$ cat config.mk
export PLATFORM = sky130hd
export DESIGN_NAME = rtc_timeofday
export DESIGN_NICKNAME = d
export VERILOG_FILES = /design/src/rtl/rtc_pkg.sv /design/src/rtl/rtc_bcd_field.sv /design/src/rtl/rtc_timeofday.sv
export SDC_FILE = /design/constraint.sdc
export NUM_CORES = 1
export LEC_CHECK = 0
export BUFFER_PORTS_ARGS = -buffer_cell sky130_fd_sc_hd__buf_2
export CELL_PAD_IN_SITES_DETAIL_PLACEMENT = 1
export CELL_PAD_IN_SITES_GLOBAL_PLACEMENT = 2
export CORE_MARGIN = 5
export CORE_UTILIZATION = 34
export CTS_CLUSTER_SIZE = 25
export DETAILED_ROUTE_END_ITERATION = 10
export GPL_TIMING_DRIVEN = 0
export PLACE_DENSITY = 0.87
export SLEW_MARGIN = 20
export SYNTH_ARGS = -nofsm -noshare
export SYNTH_HDL_FRONTEND = slang
export SYNTH_HIERARCHICAL = 1
export SYNTH_SLANG_ARGS = --single-unit
export TNS_END_PERCENT = 30
$ cat constraint.sdc
create_clock -name i_clk -period 5.3 [get_ports i_clk]
set_input_delay 0.53 -clock i_clk [delete_from_list [all_inputs] [get_ports i_clk]]
set_output_delay 0.53 -clock i_clk [all_outputs]
set_load 0.02 [all_outputs]
$ cat src/rtl/rtc_pkg.sv
`default_nettype none
// rtc_pkg: shared BCD limits, field positions and legality helper for the
// time-of-day counter.
package rtc_pkg;

    localparam logic [7:0] SEC_MAX = 8'h59;
    localparam logic [7:0] MIN_MAX = 8'h59;
    localparam logic [5:0] HR_MAX  = 6'h23;

    localparam int SEC_LSB = 0;
    localparam int SEC_MSB = 7;
    localparam int MIN_LSB = 8;
    localparam int MIN_MSB = 15;
    localparam int HR_LSB  = 16;
    localparam int HR_MSB  = 21;

    localparam int VALID_SEC = 0;
    localparam int VALID_MIN = 1;
    localparam int VALID_HR  = 2;

    // With the units digit capped at 9, a plain compare against the field
    // maximum also bounds the tens digit.
    function automatic logic bcd_field_legal(input logic [7:0] value, input logic [7:0] max);
        return (value[3:0] <= 4'd9) && (value <= max);
    endfunction

endpackage
`default_nettype wire

$ cat src/rtl/rtc_bcd_field.sv
`default_nettype none
// rtc_bcd_field: one two-digit BCD register that loads, increments and wraps
// at MAX, flagging a carry when an increment wraps it.
module rtc_bcd_field
    import rtc_pkg::*;
#(
    parameter int               WIDTH = 8,
    parameter logic [WIDTH-1:0] MAX   = '0
) (
    input  logic             i_clk,
    input  logic             i_reset,
    input  logic             i_inc,
    input  logic             i_load,
    input  logic [WIDTH-1:0] i_val,
    output logic [WIDTH-1:0] o_val,
    output logic             o_carry
);

    localparam logic [WIDTH-5:0] TENS_ONE = (WIDTH-4)'(1);

    logic [WIDTH-1:0] val;
    logic [WIDTH-1:0] nxt;

    always_comb begin
        nxt = val;
        if (val == MAX) begin
            nxt = '0;
        end else if (val[3:0] == 4'd9) begin
            nxt[3:0]       = 4'd0;
            nxt[WIDTH-1:4] = val[WIDTH-1:4] + TENS_ONE;
        end else begin
            nxt[3:0] = val[3:0] + 4'd1;
        end
    end

    always_ff @(posedge i_clk) begin
        if (i_reset) begin
            val <= '0;
        end else if (i_load) begin
            val <= i_val;
        end else if (i_inc) begin
            val <= nxt;
        end
    end

    assign o_val   = val;
    assign o_carry = i_inc && (val == MAX);

endmodule
`default_nettype wire

$ cat src/rtl/rtc_timeofday.sv
`default_nettype none
// rtc_timeofday: BCD HH:MM:SS clock driven by a phase accumulator, with host
// field writes and optional GPS PPS phase realignment.
module rtc_timeofday
    import rtc_pkg::*;
#(
    parameter logic [31:0] CLOCK_STEP   = 32'd43,
    parameter logic        OPT_GPS_SYNC = 1'b1
) (
    input  logic        i_clk,
    input  logic        i_reset,
    input  logic        i_wr,
    input  logic [21:0] i_data,
    input  logic [2:0]  i_valid,
    input  logic        i_gps_pps,
    output logic [21:0] o_now,
    output logic        o_pps,
    output logic        o_ppd,
    output logic [31:0] o_data
);

    logic [31:0] phase;
    logic [32:0] phase_sum;
    logic        gps_sync;
    logic        tick;
    logic        write_active;
    logic        write_sec;
    logic        advance;

    logic        load_sec, load_min, load_hr;
    logic [7:0]  sec, min;
    logic [5:0]  hr;
    logic        sec_carry, min_carry, hr_carry;

    assign gps_sync     = OPT_GPS_SYNC && i_gps_pps;
    assign phase_sum    = {1'b0, phase} + {1'b0, CLOCK_STEP};
    assign tick         = gps_sync || phase_sum[32];
    assign write_active = i_wr && (i_valid != 3'b000);
    assign write_sec    = i_wr && i_valid[VALID_SEC];
    // Any field write, even an illegal one, swallows a coincident tick.
    assign advance      = tick && !write_active;

    assign load_sec = write_sec
                   && bcd_field_legal(i_data[SEC_MSB:SEC_LSB], SEC_MAX);
    assign load_min = i_wr && i_valid[VALID_MIN]
                   && bcd_field_legal(i_data[MIN_MSB:MIN_LSB], MIN_MAX);
    assign load_hr  = i_wr && i_valid[VALID_HR]
                   && bcd_field_legal({2'b00, i_data[HR_MSB:HR_LSB]}, {2'b00, HR_MAX});

    always_ff @(posedge i_clk) begin
        if (i_reset) begin
            phase <= '0;
            o_pps <= 1'b0;
            o_ppd <= 1'b0;
        end else begin
            if (gps_sync || write_sec) begin
                phase <= '0;
            end else begin
                phase <= phase_sum[31:0];
            end
            o_pps <= advance;
            o_ppd <= hr_carry;
        end
    end

    rtc_bcd_field #(.WIDTH(8), .MAX(SEC_MAX)) u_sec (
        .i_clk   (i_clk),
        .i_reset (i_reset),
        .i_inc   (advance),
        .i_load  (load_sec),
        .i_val   (i_data[SEC_MSB:SEC_LSB]),
        .o_val   (sec),
        .o_carry (sec_carry)
    );

    // Unwritten fields must hold during a write, so the carry chain is gated
    // by the write along with the seconds increment.
    rtc_bcd_field #(.WIDTH(8), .MAX(MIN_MAX)) u_min (
        .i_clk   (i_clk),
        .i_reset (i_reset),
        .i_inc   (sec_carry),
        .i_load  (load_min),
        .i_val   (i_data[MIN_MSB:MIN_LSB]),
        .o_val   (min),
        .o_carry (min_carry)
    );

    rtc_bcd_field #(.WIDTH(6), .MAX(HR_MAX)) u_hr (
        .i_clk   (i_clk),
        .i_reset (i_reset),
        .i_inc   (min_carry),
        .i_load  (load_hr),
        .i_val   (i_data[HR_MSB:HR_LSB]),
        .o_val   (hr),
        .o_carry (hr_carry)
    );

    assign o_now  = {hr, min, sec};
    assign o_data = {10'h0, o_now};

endmodule
`default_nettype wire

==> results of run 1 <==
## registers in the layout, summed over array words and instances (netlist names)
signal	flops
u_hr/o_val	6
o_ppd	1
o_pps	1
u_sec/o_val	8
u_min/o_val	8
phase	32
## layout make-up
type                    count  share of cell area [%]
multi-input cells         290                    47.6
flip-flops and latches     56                    27.4
repair buffers             74                    9.04
plain buffers              51                    8.00
well taps                 133                    4.06
clock buffers               7                    2.35
inverters                  17                    1.56
## cells in the final DEF, fill, tap and decap left out, types with 2 or more instances in the layout
master and count:
or3_1 9, dfxtp_1 56, clkbuf_1 8, o31ai_1 15, nor3_1 21, o21ai_0 11, xnor2_1 7, nand3_1 13
o31a_1 7, ha_1 11, and3_1 2, conb_1 10, xor2_1 6, nor2b_1 5, a221oi_2 3, clkbuf_8 7
buf_4 32, o21a_1 13, buf_1 3, inv_1 17, nor2_1 23, nand2_1 20, or3b_1 2, buf_2 81
nor3b_1 10, mux2i_1 6, nand4b_2 2, and2_1 3, a21oi_1 35, a21oi_2 2, or4_1 14, a22oi_1 3
a21o_1 3, nor4_2 2, nand4_1 7, and4_1 3
## critical path, stage by stage, from the launching register on
cell	delay (ns)
dfxtp_1	0.39
inv_1	0.06
ha_1	0.20
nor2b_1	0.29
o311ai_1	0.24
clkbuf_1	0.30
o41a_1	0.44
nor2_1	0.42
and2_1	0.40
and2_1	0.40
and4b_4	0.31
nor3_1	0.05
a311oi_1	0.23
## per-stage QoR
step | cells | instance area (um^2) | setup slack [ns]
floorplan | 414 | 3460 | 2.26
global placement | 621 | 4000 | 1.51
detailed placement | 621 | 4000 | 1.46
CTS | 628 | 4100 | 1.43
global route | 628 | 4100 | 1.14
finish | 628 | 4100 | 1.49
## logic make-up after synthesis
kind of cell | share of synthesized area (%)
buffers and inverters | 11.4
muxes | 1.75
xor gates and xnor gates | 3.32
other | 0.109
AOI/OAI and AO/OA | 21.0
adders and majority gates | 4.01
DFF | 32.7
and+or+nand+nor | 25.7
## metal layers
layer	vias up	global-route usage [%]	part of all wire (%)
li1	1616	-	-
met1	1567	19.3	47
met2	58	26.6	47
met3	7	2.95	4.1
met4	0	3.20	0.94
met5	-	0	0
## worst max path at each step
stage,startpoint,end,slack [ns],depth (start not counted)
final,phase[0]$_SDFF_PP0_,u_hr/o_val[5]$_SDFFE_PP0P_,1.49,12
after global routing,phase[0]$_SDFF_PP0_,u_hr/o_val[4]$_SDFFE_PP0P_,1.14,12
after CTS,phase[0]$_SDFF_PP0_,u_hr/o_val[5]$_SDFFE_PP0P_,1.43,12
after detailed placement,phase[0]$_SDFF_PP0_,u_hr/o_val[5]$_SDFFE_PP0P_,1.46,12
after global placement,phase[0]$_SDFF_PP0_,u_hr/o_val[5]$_SDFFE_PP0P_,1.51,12
after floorplan,phase[15]$_SDFF_PP0_,u_hr/o_val[5]$_SDFFE_PP0P_,2.26,11
## power by group through the flow
stage / combinational [uW] / clock, uW / sequential (uW)
5_1_grt: 129 / 283 / 446
3_3_place_gp: 116 / 0 / 453
3_5_place_dp: 118 / 0 / 454
4_1_cts: 119 / 269 / 444
6_report: 117 / 255 / 443
2_1_floorplan: 71.6 / 0 / 458
==> flow_summary.ini, run 1 <==
[layout]
nets = 535
multi_input_comb_area_um2 = 1950
final_util_pct = 41.7
antennaDiodeCount = 0
seq_area_um2 = 1120
n_fill_cell = 1251
drive_above_1_share_pct = 27.9
syn_to_final_growth_pct = 19.4

[synthesis]
synthArstFlopShare_pct = 0
yosysMostFrequentCell = dfxtp_1
ys_warn_count = 6
yosysTopAreaCellShare_pct = 32.7
synth_area_per_cell_um2 = 8.47
seq_area_frac_synth_pct = 32.7
synth_common_cells = dfxtp_1 (56), a21oi_1 (35), buf_4 (32)
synth_edf_count = 0
ys.flop_type = dfxtp_1
synth_area_leaders = dfxtp_1 (33%), buf_4 (7.0%), a21oi_1 (5.1%)
synth_cell_types = 58
yosysTopAreaCell = dfxtp_1
synthCells = 405
synth_seq_cells = 56
syn_area_um2 = 3430

[sta]
finalCriticalPeriod_ns = 3.81
skew_ns = 0.00486
finalSetupViolations = 0
maxSlewViolCount = 0
tightest_slew_ns = 0.657
maxSlewHeadroom_pct = 55.5
rsz0062_at_grt = no
finalCritPeriodShare_pct = 71.9
timing.hold.ws_ns = 0.476
hold_violations = 0
max_freq_ghz = 0.262
setup_tns_ns = 0

[power]
power_frac_seq_pct = 54.4
p_sw_uw = 219
p_total_uw = 816
switching_share_pct = 26.9
clkPwrFrac_pct = 31.2
power_density_nw_per_um2 = 199
cellLeakagePower_uw = 0.00168
p_int_uw = 597
pwr-share-comb_pct = 14.4
ir_drop_mv = 0.108

[run]
drv_cap = 0

[worst_setup_path]
cp-end-kind = flop
worstReg2RegStart = phase[0]$_SDFF_PP0_
r2r-end = u_hr/o_val[5]$_SDFFE_PP0P_
cp.required_ns = 5.53
start_kind = flop
criticalPathCategory = flop to flop
reg2reg_depth = 12
rrSetupSlack_ns = 1.49
arrival_ns = 4.04
worstPathMaxFanout = 10

[clock_network]
ctsHtreeMaxLevel = 2
postCtsResizedCells = 0
cts-hold-fix-buffers = 0
cts_buffer_depth = 2
cts_tree = built
post_cts_buffers = 0
cts_sinks = 56
insertion_delay_ns = 0.31
cts_root_buffer = clkbuf_8
numCtsBuffers = 5
path_clk_slew_ns = 0.10

[grt]
grt_first_pass_wirelength_um = 15900
grt_start_max_net_pins = 16
antenna_found_initial = 0
grt_pass1_vias = 3304
grt_overflow = 0
grt_usage_pct = 15.2

[run_status]
status = complete, no violations

[drt]
drt_first_pass_iters = 4
drt_iter0_drc = 125
wirelength_um = 9400
num_vias = 3248
route.detailed.drc = 0
wl_per_cell_um = 15.0
antenna_left = 0
via_per_inst = 5.17

[placement]
dpl.hpwl_um = 7170
io_buffers = 74
gp_congestion = 0.761

[min_path]
holdPathEnd = u_min/o_val[4]$_SDFFE_PP0P_
min_from = i_data[12]
hold_path_depth = 3
holdCritPathClass = input port to flop

[floorplan]
core_um2 = 9820
die_h_um = 110
die_x_um = 110
num_rows = 36
ios = 85
dieArea_um2 = 12200
initial_utilization_pct = 34.9
Note: power is estimated with default switching activity, not from simulation.
==> run 2: changes to the inputs <==
- CORE_UTILIZATION: 34 -> 28
- PLACE_DENSITY: 0.87 -> 0.77
- clock period: 5.3 -> 3.05 ns (I/O delays scaled with it)
==> run 2 against run 1 <==
  * Power increased by 95%
  * Fmax up 33%
  * Routed wire length up 5.9%
  * First-iteration DRC count unchanged
  * Clock skew rose by 0.0095 ns
  * Die area rose by 19%
  * Count of clock-buffer cells in the layout shrank 2
  * Largest power group unchanged
  * Highest routed layer unchanged
==> flow_summary.ini, run 2 (same netlist as run 1, synthesis figures left out) <==
[floorplan]
initial_utilization_pct = 28.6
core_um2 = 12000
num_rows = 40
die_h_um = 121
dieArea_um2 = 14600
die_x_um = 121
ios = 85

[placement]
gp_congestion = 0.742
placed_cells = 635
dpl.hpwl_um = 7440
io_buffers = 74

[worst_setup_path]
cp-end-kind = flop
rrSetupSlack_ns = 0.18
cp-startpoint = phase[0]$_SDFF_PP0_
r2r-end = u_hr/o_val[5]$_SDFFE_PP0P_
worstPathMaxFanout = 10
worstReg2RegStart = phase[0]$_SDFF_PP0_
cp.required_ns = 3.26
arrival_ns = 3.08
reg2reg_depth = 12
start_kind = flop
criticalPathCategory = flop to flop
endpoint = u_hr/o_val[5]$_SDFFE_PP0P_

[sta]
maxSlewViolCount = 0
finalCriticalPeriod_ns = 2.87
hold_violations = 0
maxSlewHeadroom_pct = 63.3
finalSetupViolations = 0
setup_tns_ns = 0
skew_ns = 0.0144
tightest_slew_ns = 0.547
max_freq_ghz = 0.349
rsz0062_at_grt = no
finalCritPeriodShare_pct = 94.1

[grt]
antenna_found_initial = 0
grt_pass1_vias = 3318
grt_overflow = 0
grt_usage_pct = 13.6
grt_start_max_net_pins = 20
grt_first_pass_wirelength_um = 16500

[clock_network]
path_clk_slew_ns = 0.08
ctsHtreeMaxLevel = 2
cts_buffer_depth = 2
cts_sinks = 56
cts_tree = built
numCtsBuffers = 5
insertion_delay_ns = 0.30
cts_root_buffer = clkbuf_16
cts-hold-fix-buffers = 0

[layout]
syn_to_final_growth_pct = 23.0
antennaDiodeCount = 0
largest_reg_flops = 32
largest_register = phase
finalNonFillerCells = 644
layout_commonest_cell = buf_2
nets = 536
n_fill_cell = 1446
final_cell_mix = buf_2 (81), dfxtp_1 (50), a21oi_1 (35), buf_4 (35), nor2_1 (22)
drive_above_1_share_pct = 30.8

[power]
p_total_uw = 1590
cellLeakagePower_uw = 0.00172
ir_drop_mv = 0.218
power_density_nw_per_um2 = 377

[min_path]
holdCritPathClass = input port to flop

[drt]
num_vias = 3244
drt_iter0_drc = 125
drt_first_pass_iters = 4
via_per_inst = 5.04
antenna_left = 0
route.detailed.drc = 0
wirelength_um = 9950
wl_per_cell_um = 15.5

[run_status]
status = complete, no violations

[run]
drv_cap = 0
run 2: cell count changes in the layout (fill, tap and decap cells not counted), sizes merged:
cell      delta
clkbuf       -3
buf          +2
inv          +2
clkinvlp     +1
run 2: how the worst min path moves through the flow:
stage                         from                     endpoint  slack [ns]  cells after the start
5_1_grt                  i_data[4]  u_sec/o_val[4]$_SDFFE_PP0P_        0.26                      3
3_3_place_gp   phase[0]$_SDFF_PP0_          phase[0]$_SDFF_PP0_        0.44                      1
3_5_place_dp   phase[0]$_SDFF_PP0_          phase[0]$_SDFF_PP0_        0.45                      1
6_report                i_data[12]  u_min/o_val[4]$_SDFFE_PP0P_        0.26                      3
4_1_cts                 i_data[12]  u_min/o_val[4]$_SDFFE_PP0P_        0.25                      3
2_1_floorplan              i_reset   u_hr/o_val[4]$_SDFFE_PP0P_        0.37                      1
run 2: power breakdown:
group | switching [uW] | leakage (uW) | total, uW | internal [uW]
Combinational | 122 | 0.00119 | 211 | 89.4
Sequential | 24.4 | 0.000457 | 771 | 746
Clock | 295 | 0.0000708 | 607 | 312
run 2: what timing repair did:
action                                  4_1_cts  5_1_grt
endpoints found under the setup margin       23        9
resized for setup                            11        7
buffers inserted                              1        1
pin swaps                                     1        1
run 2: through the flow:
step	util, %	cell area, um^2	hold slack, ns	worst slack (ns)
2_1_floorplan	-	3460	0.371	0.0108
3_3_place_gp	33.4	4020	0.437	-0.739
3_5_place_dp	33.4	4020	0.446	-0.867
4_1_cts	35.0	4200	0.250	0.0294
5_1_grt	35.1	4220	0.264	0.00115
6_report	35.1	4220	0.259	0.181
run 2: worst max-delay path, stage by stage, from the launching register on:
cell      delay (ns)
dfxtp_1         0.37
inv_1           0.06
ha_1            0.23
nor2b_4         0.18
o311ai_2        0.16
buf_4           0.23
o41a_1          0.44
nor2_4          0.14
and2_4          0.20
and2_4          0.20
and4b_4         0.27
nor3_1          0.05
a311oi_1        0.25
run 2: cell type report:
cell class	instances	area [um^2]	share of cell area, %
repair buffers	76	385	9.14
clock inverters	3	25.0	0.593
clock buffers	5	125	2.97
flip-flops and latches	56	1130	26.8
plain buffers	50	328	7.77
multi-input cells	290	1980	46.9
well taps	147	184	4.36
inverters	17	63.8	1.51
run 2: metal layers:
| metal | wire, um | track usage (%) |
|---|---|---|
| met1 | 4660 | 17.5 |
| met2 | 4850 | 23.7 |
| met3 | 344 | 2.48 |
| met4 | 104 | 3.33 |
| met5 | 0 | 0 |
